===== src/rtl/arm_sram_ctrl.sv =====
// Wait-state controller splitting 32-bit MEM-stage accesses into narrow SRAM beats.
// Optional feature macro: ARM_SRAM_POSTED_WRITE_EN (one-entry posted-write buffer).
module arm_sram_ctrl #(
   parameter int BASE_ADDR   = 1024,
   parameter int SRAM_AW     = 18,
   parameter int SRAM_DW     = 16,
   parameter int WAIT_CYCLES = 1
) (
   input  logic               clk,
   input  logic               rst,
   input  logic               mem_read,
   input  logic               mem_write,
   input  logic [31:0]        addr,
   input  logic [31:0]        wdata,
   output logic [31:0]        rdata,
   output logic               ready,
   output logic [SRAM_AW-1:0] sram_addr,
   output logic               sram_we_n,
   output logic [SRAM_DW-1:0] sram_dq_out,
   output logic               sram_dq_oe,
   input  logic [SRAM_DW-1:0] sram_dq_in
);

   localparam int         BEATS     = 32 / SRAM_DW;
   localparam logic [1:0] BEAT_LAST = 2'(BEATS - 1);
   localparam logic [3:0] WAIT_LAST = 4'(WAIT_CYCLES);

   typedef enum logic [1:0] {
      IDLE   = 2'd0,
      ACCESS = 2'd1,
      DONE   = 2'd2
   } state_t;

   state_t             state_r, state_s;
   logic [1:0]         beat_r, beat_s;
   logic [3:0]         wait_r, wait_s;
   logic [SRAM_AW-1:0] base_r, base_s;
   logic [31:0]        wdata_r, wdata_s;
   logic               write_r, write_s;
   logic [31:0]        rdata_r, rdata_s;
   logic [SRAM_AW-1:0] sram_addr_r, sram_addr_s;
   logic               sram_we_n_r, sram_we_n_s;
   logic [SRAM_DW-1:0] sram_dq_out_r, sram_dq_out_s;
   logic               sram_dq_oe_r, sram_dq_oe_s;
   logic               req_s;
   logic [SRAM_AW-1:0] req_base_s;
   logic [1:0]         beat_inc_s;

   // Select the SRAM_DW-wide lane of a word belonging to beat b (little-endian).
   function automatic logic [SRAM_DW-1:0] beat_slice(input logic [31:0] word, input logic [1:0] b);
      beat_slice = word[SRAM_DW-1:0];
      for (int i = 0; i < BEATS; i++) begin
         beat_slice = (b == 2'(i)) ? word[i*SRAM_DW +: SRAM_DW] : beat_slice;
      end
   endfunction

   // Replace the lane of beat b inside word with d, leaving the other lanes intact.
   function automatic logic [31:0] merge_beat(input logic [31:0] word, input logic [1:0] b,
                                              input logic [SRAM_DW-1:0] d);
      merge_beat = word;
      for (int i = 0; i < BEATS; i++) begin
         merge_beat[i*SRAM_DW +: SRAM_DW] = (b == 2'(i)) ? d : word[i*SRAM_DW +: SRAM_DW];
      end
   endfunction

   assign req_s      = mem_read | mem_write;
   // First SRAM word of the access; upper bits beyond SRAM_AW wrap away.
   assign req_base_s = SRAM_AW'(((addr - 32'(BASE_ADDR)) >> 2) * 32'(BEATS));
   assign beat_inc_s = beat_r + 2'd1;

`ifdef ARM_SRAM_POSTED_WRITE_EN
   logic posted_r, posted_s;

   // Track whether the access in flight is a posted write that owes the pipeline nothing.
   always_comb begin
      posted_s = posted_r;
      case (state_r)
         IDLE:    posted_s = req_s ? mem_write : 1'b0;
         DONE:    posted_s = 1'b0;
         default: posted_s = posted_r;
      endcase
   end

   // Posted-write flag register.
   always_ff @(posedge clk or posedge rst) begin
      if (rst) posted_r <= 1'b0;
      else     posted_r <= posted_s;
   end

   // Writes are accepted at once in IDLE; anything arriving while one drains waits.
   assign ready = (state_r == IDLE) ? (mem_write | ~mem_read)
                                    : ((state_r == DONE) & ~posted_r);
`else
   // Every request blocks until its DONE cycle.
   assign ready = (state_r == IDLE) ? ~req_s : (state_r == DONE);
`endif

   // Next-state and next values of every register, including the SRAM pins.
   always_comb begin
      state_s       = state_r;
      beat_s        = beat_r;
      wait_s        = wait_r;
      base_s        = base_r;
      wdata_s       = wdata_r;
      write_s       = write_r;
      rdata_s       = rdata_r;
      sram_addr_s   = sram_addr_r;
      sram_we_n_s   = 1'b1;
      sram_dq_out_s = sram_dq_out_r;
      sram_dq_oe_s  = 1'b0;
      case (state_r)
         IDLE: begin
            if (req_s) begin
               state_s      = ACCESS;
               beat_s       = 2'd0;
               wait_s       = 4'd0;
               base_s       = req_base_s;
               wdata_s      = wdata;
               write_s      = mem_write;
               sram_addr_s  = req_base_s;
               sram_we_n_s  = ~mem_write;
               sram_dq_oe_s = mem_write;
               if (mem_write) sram_dq_out_s = beat_slice(wdata, 2'd0);
               else           sram_dq_out_s = sram_dq_out_r;
            end else begin
               state_s = IDLE;
            end
         end
         ACCESS: begin
            if (wait_r == WAIT_LAST) begin
               if (write_r) rdata_s = rdata_r;
               else         rdata_s = merge_beat(rdata_r, beat_r, sram_dq_in);
               if (beat_r == BEAT_LAST) begin
                  state_s = DONE;
               end else begin
                  // Advance to the next beat; pins change together with the address.
                  beat_s       = beat_inc_s;
                  wait_s       = 4'd0;
                  sram_addr_s  = base_r + SRAM_AW'(beat_inc_s);
                  sram_we_n_s  = ~write_r;
                  sram_dq_oe_s = write_r;
                  if (write_r) sram_dq_out_s = beat_slice(wdata_r, beat_inc_s);
                  else         sram_dq_out_s = sram_dq_out_r;
               end
            end else begin
               wait_s       = wait_r + 4'd1;
               sram_we_n_s  = ~write_r;
               sram_dq_oe_s = write_r;
            end
         end
         DONE:    state_s = IDLE;
         default: state_s = IDLE;
      endcase
   end

   // State and datapath registers; reset returns every pin to its idle value.
   always_ff @(posedge clk or posedge rst) begin
      if (rst) begin
         state_r       <= IDLE;
         beat_r        <= 2'd0;
         wait_r        <= 4'd0;
         base_r        <= '0;
         wdata_r       <= 32'd0;
         write_r       <= 1'b0;
         rdata_r       <= 32'd0;
         sram_addr_r   <= '0;
         sram_we_n_r   <= 1'b1;
         sram_dq_out_r <= '0;
         sram_dq_oe_r  <= 1'b0;
      end else begin
         state_r       <= state_s;
         beat_r        <= beat_s;
         wait_r        <= wait_s;
         base_r        <= base_s;
         wdata_r       <= wdata_s;
         write_r       <= write_s;
         rdata_r       <= rdata_s;
         sram_addr_r   <= sram_addr_s;
         sram_we_n_r   <= sram_we_n_s;
         sram_dq_out_r <= sram_dq_out_s;
         sram_dq_oe_r  <= sram_dq_oe_s;
      end
   end

   assign rdata       = rdata_r;
   assign sram_addr   = sram_addr_r;
   assign sram_we_n   = sram_we_n_r;
   assign sram_dq_out = sram_dq_out_r;
   assign sram_dq_oe  = sram_dq_oe_r;

endmodule


===== config.mk =====
export PLATFORM = sky130hd
export DESIGN_NAME = arm_sram_ctrl
export DESIGN_NICKNAME = d
export VERILOG_FILES = /design/src/rtl/arm_sram_ctrl.sv
export SDC_FILE = /design/constraint.sdc
export NUM_CORES = 1
export LEC_CHECK = 0
export BUFFER_PORTS_ARGS = -buffer_cell sky130_fd_sc_hd__buf_2
export CAP_MARGIN = 40
export CORE_ASPECT_RATIO = 1.75
export CORE_UTILIZATION = 29
export CTS_CLUSTER_DIAMETER = 30
export DETAILED_ROUTE_END_ITERATION = 10
export GPL_TIMING_DRIVEN = 0
export SYNTH_ARGS = -nofsm -noshare
export SYNTH_HDL_FRONTEND = slang
export SYNTH_SLANG_ARGS = --single-unit

===== constraint.sdc =====
create_clock -name clk -period 9.6 [get_ports clk]
set_input_delay 1.92 -clock clk [delete_from_list [all_inputs] [get_ports clk]]
set_output_delay 1.92 -clock clk [all_outputs]
set_load 0.01 [all_outputs]

==> results of run 1 <==
==> cell usage in the layout, fill, tap and decap left out, drive strengths merged, types with 3 or more instances in the layout <==
cell type,instances
buf,152
dfrtp,124
mux2,89
nand2,54
o21ai,39
clkbuf,34
nor2,25
mux2i,18
xor2,11
xnor2,10
inv,10
nand3,10
ha,8
nor3,5
a21oi,5
o31ai,5
clkinv,4
nor4,4
a31oi,3
nand4,3
clkinvlp,3
nand2b,3
==> cells in the mapped netlist (all sizes together) (3+ instances only) <==
cell type  number
nor4            4
o31ai           5
o21ai          39
mux2i          18
a31oi           3
nand4           3
nand2          54
nor2           25
nand3          10
nand2b          3
xor2           11
clkbuf         10
xnor2          10
a21oi           5
dfrtp         124
mux2           89
inv            10
buf            14
ha              8
nor3            5
==> power groups by stage <==
stage	Combinational, mW	Sequential [mW]	Clock [mW]
4_1_cts	1.16	0.963	0.601
2_1_floorplan	0.721	1.01	0
3_5_place_dp	1.15	0.969	0
5_1_grt	1.25	0.997	0.621
3_3_place_gp	1.14	0.962	0
6_report	1.13	0.962	0.581
==> how the worst min path moves through the flow <==
stage	start	endpoint	slack [ns]	depth (start not counted)
after floorplan	beat_r[1]	beat_r[1]	0.45	2
after global routing	sram_addr[5]	sram_addr[5]	0.49	2
after CTS	sram_addr[5]	sram_addr[5]	0.48	2
after detailed placement	sram_addr[5]	sram_addr[5]	0.47	2
final	sram_addr[5]	sram_addr[5]	0.47	2
after global placement	sram_addr[8]	sram_addr[8]	0.46	2
==> routing by layer <==
| metal | share of wire | track usage | up-vias |
|---|---|---|---|
| met1 | 0.38 | 0.153 | 2031 |
| li1 | - | - | 1960 |
| met3 | 0.036 | 0.0380 | 12 |
| met2 | 0.57 | 0.279 | 84 |
| met5 | 0 | 0 | - |
| met4 | 0.015 | 0.0556 | 0 |
==> flip-flops by register name, summed over array words and instances (netlist names) <==
register and flops:
state_r 2, wait_r 4, beat_r 2, base_r 17, sram_addr 17, write_r 1, sram_dq_out 16, sram_we_n 1
rdata 32, sram_dq_oe 1, wdata_r 32
==> cell families (layout without fill, tap and decap cells) <==
group                    count (synthesis)  in the layout  synth area share
AO/OA/AOI/OAI                           64             64            0.0671
multiplexers                           107            107             0.217
AND/OR/NAND/NOR                        113            113            0.0954
buffers and inverters                   34            204            0.0301
flip-flops                             125            125             0.541
XOR/XNOR                                21             21            0.0318
adder cells (fa/ha/maj)                  8              8            0.0173
==> area by class of cell <==
type                            count  share of cell area
Clock inverter                      8             0.00990
Clock buffer                       24              0.0616
Sequential cell                   125               0.427
Multi-Input combinational cell    313               0.338
Inverter                           10             0.00580
Tap cell                          245              0.0418
Buffer                             24              0.0186
Timing Repair Buffer              138              0.0973
==> critical path, cell delays in order <==
cell	delay, ns
buf_2	0.12
nor2_1	0.10
nor2_1	0.04
nor2_1	0.16
buf_2	0.16
==> impl_metrics.json, run 1 <==
{
  "grt-ovfl-total": 0,
  "ios": 153,
  "initial_core_util": 0.294,
  "clkTransAtPathRegs_ns": 0.05,
  "cts_sinks": 125,
  "syn_to_final_growth_pct": 26.8,
  "path_class": "primary input to output pin",
  "finalCriticalPeriod_ns": 4.42,
  "p_switching_uw": 960,
  "hp-class": "flip-flop to flip-flop",
  "rows": 68,
  "drtPass1Iterations": 4,
  "netlist_instances": 472,
  "crit_arrival_ns": 2.50,
  "synth_ff_type": "dfrtp_1",
  "worst_setup_path_start_kind": "primary input",
  "ant_nets": 0,
  "cts_setup_buffers": 0,
  "ys_top_cells_by_area": "dfrtp_1 (54%), mux2_2 (13%), mux2_4 (5.2%)",
  "fin_nets": 721,
  "portBuffers": 137,
  "final.fill_count": 1956,
  "antenna_found_initial": 0,
  "yosysTopAreaCellShare": 0.536,
  "dieHeight_um": 189,
  "synthArstFlopShare": 1.00,
  "avgSynthCellArea_um2": 12.3,
  "grt_setup_unrepaired": "false",
  "crit_fanout": 4,
  "syn-cell-area_um2": 5780,
  "yosysSeqAreaShare": 0.541,
  "worstMarginPinSlew_ns": 0.681,
  "ys_seq_elements": 125,
  "clock_path_buffers": 2,
  "ir_worst_vdd_mv": 0.179,
  "synth_cell_types": 49,
  "cts_resized": 0,
  "hold_viol_final": 0,
  "reg2reg_slack_ns": 7.02,
  "power.total_mw": 2.67,
  "cts_buffers": 17,
  "drive_gt1_frac": 0.430,
  "cts_tree": "done",
  "endpoint": "ready",
  "place_ws_ns": 5.17,
  "wl_mm": 14.3,
  "relSlewSlack": 0.546,
  "switching_share": 0.360,
  "seqPwrFrac": 0.360,
  "cts-root-buf": "clkbuf_16",
  "regToRegEndpoint": "sram_addr[17]",
  "die_area_um2": 20500,
  "h-tree-depth": 4,
  "regArea_um2": 3130,
  "dpl_cell_area_um2": 6810,
  "p_per_area_nw_per_um2": 364,
  "synth_edf_count": 0,
  "cap_violations": 0,
  "dp_hpwl_mm": 10.6,
  "fmax_mhz": 226,
  "synth_area_leader_cell": "dfrtp_1",
  "p_clk_frac": 0.218,
  "postCtsHoldBufs": 0,
  "grt_pass1_wl_mm": 22.5,
  "setup_viol": 0,
  "reg2reg_depth": 9,
  "gp_congestion": 0.752,
  "skew_ns": 0.00858,
  "multi_input_area_um2": 2480,
  "die_width_um": 109,
  "drc": 0,
  "final_area_um2": 7330,
  "p_comb_frac": 0.422,
  "outcome": "completed",
  "hold-worst-slack_ns": 0.469,
  "clk_latency_ns": 0.42,
  "setup_slack_ns": 5.18,
  "coreArea_um2": 19700,
  "num_vias": 4087,
  "drt_iter0_drc": 109,
  "p_leak_nw": 3.45,
  "stdcell_count": 887,
  "place_inst": 855,
  "grt_max_degree": 70,
  "fin_setup_tns_ns": 0,
  "grt_use_total": 0.148,
  "wire_per_inst_um": 16.1,
  "yosysWarnings": 0,
  "avgViaCountPerCell": 4.61,
  "syn_nets": 564,
  "final-max-slew-violation-count": 0,
  "critPathRequiredTime_ns": 7.68,
  "startpoint": "mem_read",
  "r2r-start": "beat_r[0]",
  "diodes": 0,
  "critPathCaptureType": "output pin",
  "final_util": 0.373,
  "fin_crit_sh": 0.460,
  "grt_pass1_vias": 4238,
  "p_int_mw": 1.71
}
No activity file was read; power rests on OpenSTA's default activity.
==> run 2, diff against run 1 <==
==> constraint.sdc (replaced) <==
create_clock -name clk -period 3.7 [get_ports clk]
set_input_delay 0.74 -clock clk [delete_from_list [all_inputs] [get_ports clk]]
set_output_delay 0.74 -clock clk [all_outputs]
set_load 0.01 [all_outputs]
==> run 2 against run 1 <==
  * Global-route usage increased by 0.33 points
  * Design area increased by 1.8%
  * Via count decreased by 0.12%
  * Clock power increased to 3.0 times the previous value
  * Non-clock buffer count increased by 2
  * Wire length increased by 0.80%
  * Worst hold slack got worse by 0.047 ns
  * Count of clock-buffer cells in the layout decreased by 4
  * Critical endpoint is now sram_addr[17]
  * Worst setup slack got worse by 4.1 ns
  * Die area unchanged
  * Largest cell class unchanged
  * Sequential power increased to 2.6 times the previous value
==> impl_metrics.json, run 2 (synthesized netlist as in run 1, its figures left out) <==
{
  "critPathRequiredTime_ns": 4.02,
  "final-max-slew-violation-count": 0,
  "postCtsHoldBufs": 0,
  "path_class": "flip-flop to flip-flop",
  "h-tree-depth": 4,
  "crit_arrival_ns": 2.91,
  "drive_gt1_frac": 0.440,
  "relSlewSlack": 0.547,
  "fin_nets": 723,
  "hold_viol_final": 0,
  "cts-root-buf": "clkbuf_16",
  "dpl_cell_area_um2": 6840,
  "worstMarginPinSlew_ns": 0.678,
  "power.total_mw": 7.20,
  "grt_pass1_vias": 4347,
  "fin_crit_sh": 0.700,
  "final_common_cell": "buf_2",
  "drc": 0,
  "cts_sinks": 125,
  "initial_core_util": 0.294,
  "clkTransAtPathRegs_ns": 0.06,
  "grt_setup_unrepaired": "false",
  "drt_iter0_drc": 124,
  "gp_congestion": 0.748,
  "die_area_um2": 20500,
  "skew_ns": 0.00835,
  "die_width_um": 109,
  "antenna_found_initial": 0,
  "num_vias": 4082,
  "rows": 68,
  "crit_fanout": 5,
  "ir_worst_vdd_mv": 0.435,
  "p_per_area_nw_per_um2": 965,
  "critPathCaptureType": "flip-flop",
  "cts_buffers": 17,
  "grt_max_degree": 35,
  "drtPass1Iterations": 4,
  "p_leak_nw": 3.52,
  "portBuffers": 137,
  "avgViaCountPerCell": 4.60,
  "dieHeight_um": 189,
  "finalCriticalPeriod_ns": 2.59,
  "ant_nets": 0,
  "wl_mm": 14.4,
  "coreArea_um2": 19700,
  "outcome": "completed",
  "clock_path_buffers": 2,
  "fmax_mhz": 386,
  "dp_hpwl_mm": 10.8,
  "grt_use_total": 0.152,
  "clk_latency_ns": 0.42,
  "final_cell_mix": "buf_2 (146), dfrtp_1 (124), mux2_2 (69)",
  "wire_per_inst_um": 16.2,
  "critPathMostFrequentCell": "ha_1",
  "diodes": 0,
  "cap_violations": 0,
  "cts_resized": 0,
  "final_area_um2": 7460,
  "slowest_delay_ns": 0.43,
  "hp-class": "primary input to async pin",
  "ios": 153,
  "cts_tree": "done",
  "cts_setup_buffers": 0,
  "syn_to_final_growth_pct": 29.0,
  "grt-ovfl-total": 0,
  "worst_setup_path_start_kind": "flip-flop",
  "path_cells": "inv_1 > ha_1 > ha_1 > ha_1 > nand3_1 > nor4_4 > a31oi_1 > o21a_1 > o31ai_2",
  "fin_setup_tns_ns": 0,
  "grt_pass1_wl_mm": 23.0,
  "setup_viol": 0,
  "crit_slowest_cell": "dfrtp_1"
}
==> run 2: area by class of cell <==
| type | count | area [um2] |
|---|---|---|
| Buffer | 24 | 136 |
| Clock buffer | 20 | 457 |
| Clock inverter | 11 | 166 |
| Fill cell | 1979 | 12200 |
| Inverter | 10 | 41.3 |
| Multi-Input combinational cell | 313 | 2480 |
| Sequential cell | 125 | 3130 |
| Tap cell | 245 | 307 |
| Timing Repair Buffer | 140 | 746 |
==> run 2: layer usage <==
metal | share of wire | routed length [um] | vias to the layer above | GRT usage
met5 | 0 | 0 | - | 0
met4 | 0.017 | 251 | 0 | 0.0567
met3 | 0.051 | 733 | 15 | 0.0522
met2 | 0.56 | 8010 | 89 | 0.279
met1 | 0.37 | 5380 | 2014 | 0.153
li1 | - | - | 1964 | -
==> run 2: worst max-delay path, delay by kind of cell (launching register included) <==
kind / cells / cell delay (ns)
AOI/OAI and AO/OA: 3 / 0.55
buffers and inverters: 1 / 0.09
adders and majority gates: 3 / 0.74
and+or+nand+nor: 2 / 0.69
DFF: 1 / 0.43
==> run 2: where the power goes <==
part	internal (mW)	leakage, nW	switching [mW]
Clock	1.16	0.298	0.613
Combinational	1.45	1.72	1.50
Sequential	2.08	1.49	0.407
==> run 2: path summary, 6_finish.rpt <==
path	startpoint	endpoint	slack [ns]	cells past startpoint
setup / recovery	beat_r[0]	sram_addr[17]	1.11	9
min in group clk	sram_addr[1]	sram_addr[1]	0.47	2
setup reg to reg	beat_r[0]	sram_addr[17]	1.11	9
hold reg to reg	sram_addr[1]	sram_addr[1]	0.47	2
hold / removal	rst	rdata[19]	0.42	2
max in group asynchronous	rst	wdata_r[22]	2.43	4
==> run 2: through the flow <==
step	setup WS (ns)	util	std cells	hold WS (ns)
2_1_floorplan	1.42	-	472	0.450
3_3_place_gp	0.469	0.345	854	0.458
3_5_place_dp	1.09	0.348	857	0.465
4_1_cts	1.05	0.380	888	0.433
5_1_grt	0.865	0.380	888	0.463
6_report	1.11	0.380	888	0.422
==> run 3, diff against run 2 <==
--- a/config.mk
+++ b/config.mk
@@ -5,6 +5,7 @@
 export SDC_FILE = /design/constraint.sdc
 export NUM_CORES = 1
 export LEC_CHECK = 0
+export ABC_AREA = 1
 export BUFFER_PORTS_ARGS = -buffer_cell sky130_fd_sc_hd__buf_2
 export CAP_MARGIN = 40
 export CORE_ASPECT_RATIO = 1.75
==> constraint.sdc (replaced) <==
create_clock -name clk -period 2.53 [get_ports clk]
set_input_delay 0.506 -clock clk [delete_from_list [all_inputs] [get_ports clk]]
set_output_delay 0.506 -clock clk [all_outputs]
set_load 0.01 [all_outputs]
==> run 3 against run 2 <==
  * Wire length is 26% higher
  * Worst hold slack got worse by 0.22 ns
  * Final cell count increased by 30%
  * Sequential cell count is the same
  * Worst setup slack got worse by 0.86 ns
  * Count of clock-buffer cells in the layout decreased by 1
  * First-iteration DRC count grew 100%
  * Design area up 2.1%
  * Combinational power up 62%
  * Critical path type unchanged
  * Critical path depth up 1
==> impl_metrics.json, run 3 <==
{
  "yosys.area_share.simple": 0.258,
  "synth_edf_count": 0,
  "grt_pass1_wl_mm": 28.8,
  "h-tree-depth": 4,
  "portBuffers": 137,
  "multi_input_area_um2": 2440,
  "die_width_um": 110,
  "cap_violations": 0,
  "fin_nets": 982,
  "dpl_cell_area_um2": 7020,
  "muxShareOfSynthArea": 0,
  "initial_core_util": 0.295,
  "yosysTopAreaCellShare": 0.520,
  "avgSynthCellArea_um2": 8.16,
  "synth_cell_types": 32,
  "drtPass1Iterations": 5,
  "drt_iter0_drc": 250,
  "cts_sinks": 125,
  "reg2reg_depth": 10,
  "syn_nets": 823,
  "p_leak_nw": 3.78,
  "cts_tree": "done",
  "syn-cell-area_um2": 5960,
  "crit_arrival_ns": 2.58,
  "fmax_mhz": 438,
  "final_common_cell": "nand2_1",
  "cts-root-buf": "clkbuf_16",
  "ant_nets": 0,
  "synth_xor_area_frac": 0.0103,
  "wl_mm": 18.1,
  "netlist_instances": 731,
  "synth_ff_type": "dfrtp_1",
  "relSlewSlack": 0.526,
  "synthArstFlopShare": 1.00,
  "final_util": 0.377,
  "final_cell_mix": "nand2_1 (251), buf_2 (153), dfrtp_1 (124)",
  "rows": 69,
  "wire_per_inst_um": 15.7,
  "antenna_found_initial": 1,
  "worst_setup_path_start_kind": "flip-flop",
  "yosysWarnings": 0,
  "dp_hpwl_mm": 13.7,
  "coreArea_um2": 20200,
  "power.total_mw": 10.8,
  "ios": 153,
  "synth_area_leader_cell": "dfrtp_1",
  "grt_setup_unrepaired": "false",
  "cts_resized": 0,
  "p_per_area_nw_per_um2": 1420,
  "outcome": "completed",
  "yosysSeqAreaShare": 0.525,
  "clock_path_buffers": 2,
  "final.fill_count": 2214,
  "finalCriticalPeriod_ns": 2.28,
  "worstMarginPinSlew_ns": 0.710,
  "num_vias": 5370,
  "yosysMostFrequentCell": "nand2_1",
  "grt_use_total": 0.185,
  "cts_buffers": 17,
  "cts_setup_buffers": 0,
  "ys_seq_elements": 125,
  "grt_max_degree": 38,
  "syn_to_final_growth_pct": 27.8,
  "dieHeight_um": 192,
  "critPathCaptureType": "flip-flop",
  "place_ws_ns": 0.243,
  "skew_ns": 0.00978,
  "synth_compound_area_frac": 0.125,
  "regArea_um2": 3130,
  "hold_viol_final": 0,
  "clkTransAtPathRegs_ns": 0.06,
  "ir_worst_vdd_mv": 0.658,
  "synth_fa_ha_area_frac": 0.0168,
  "critPathRequiredTime_ns": 2.83,
  "hp-class": "primary input to async pin",
  "final_area_um2": 7620,
  "fin_crit_sh": 0.903,
  "grt-ovfl-total": 0,
  "gp_congestion": 0.876,
  "setup_slack_ns": 0.246,
  "synth_commonest_cells": "nand2_1 (251), dfrtp_1 (124), o21ai_0 (85)",
  "ys_top_cells_by_area": "dfrtp_1 (52%), nand2_1 (16%), o21ai_0 (7.1%)",
  "grt_pass1_vias": 5399,
  "postCtsHoldBufs": 0,
  "setup_viol": 0,
  "drive_gt1_frac": 0.244,
  "crit_fanout": 5,
  "avgViaCountPerCell": 4.66,
  "final-max-slew-violation-count": 0,
  "path_class": "flip-flop to flip-flop",
  "drc": 0,
  "synth_top_family_by_area": "simple AND/OR/NAND/NOR gates",
  "clk_latency_ns": 0.42,
  "die_area_um2": 21200
}
## run 3: kinds of logic (layout without fill, tap and decap cells)
group / count (synthesis) / count (layout)
adders and majority gates: 8 / 8
and+or+nand+nor: 365 / 365
xor gates and xnor gates: 7 / 7
other: 0 / 1
AOI/OAI and AO/OA: 140 / 140
buffers and inverters: 86 / 258
DFF: 125 / 125
## run 3: where the power goes
part           switching, mW  leakage [nW]  internal [mW]  total, mW
clock network          0.948         0.285           1.50       2.45
logic                   3.08          2.00           1.71       4.79
registers              0.584          1.49           3.02       3.60
## run 3: stage by stage
stage	hold WS [ns]	std cells	setup TNS (ns)
after floorplan	0.444	731	0
final	0.203	1152	0
after global placement	0.456	1116	-56.65
after CTS	0.209	1151	0
after detailed placement	0.459	1119	0
after global routing	0.241	1152	0
## run 3: path summary, 6_finish.rpt
path                             from            to  slack (ns)
setup / recovery            beat_r[0]  sram_addr[9]        0.25
hold / removal                    rst  sram_addr[2]        0.20
setup reg to reg            beat_r[0]  sram_addr[9]        0.25
hold reg to reg            wdata_r[0]    wdata_r[0]        0.47
max in group asynchronous         rst     sram_we_n        1.68
min in group clk            wdata[27]   wdata_r[27]        0.29
## run 3: worst max-delay path: stages, from the launching register on
cell,delay (ns)
dfrtp_1,0.43
inv_1,0.09
ha_1,0.34
ha_1,0.19
ha_1,0.19
nand2_1,0.08
nor2_1,0.18
nand2_1,0.18
xnor2_1,0.16
o21ai_0,0.23
nand2_1,0.08
## run 3: cell type report
| cell class | count | share of cell area |
|---|---|---|
| Antenna cell | 1 | 0.000328 |
| Inverter | 51 | 0.0259 |
| Buffer | 35 | 0.0258 |
| Tap cell | 248 | 0.0407 |
| Sequential cell | 125 | 0.411 |
| Timing Repair Buffer | 140 | 0.0979 |
| Clock buffer | 19 | 0.0595 |
| Multi-Input combinational cell | 520 | 0.321 |
| Clock inverter | 13 | 0.0186 |
## run 3: layer usage
layer / GRT usage / wire length [um]
met5: 0 / 0
met4: 0.0891 / 682
met3: 0.0366 / 784
met2: 0.342 / 10100
met1: 0.195 / 6610
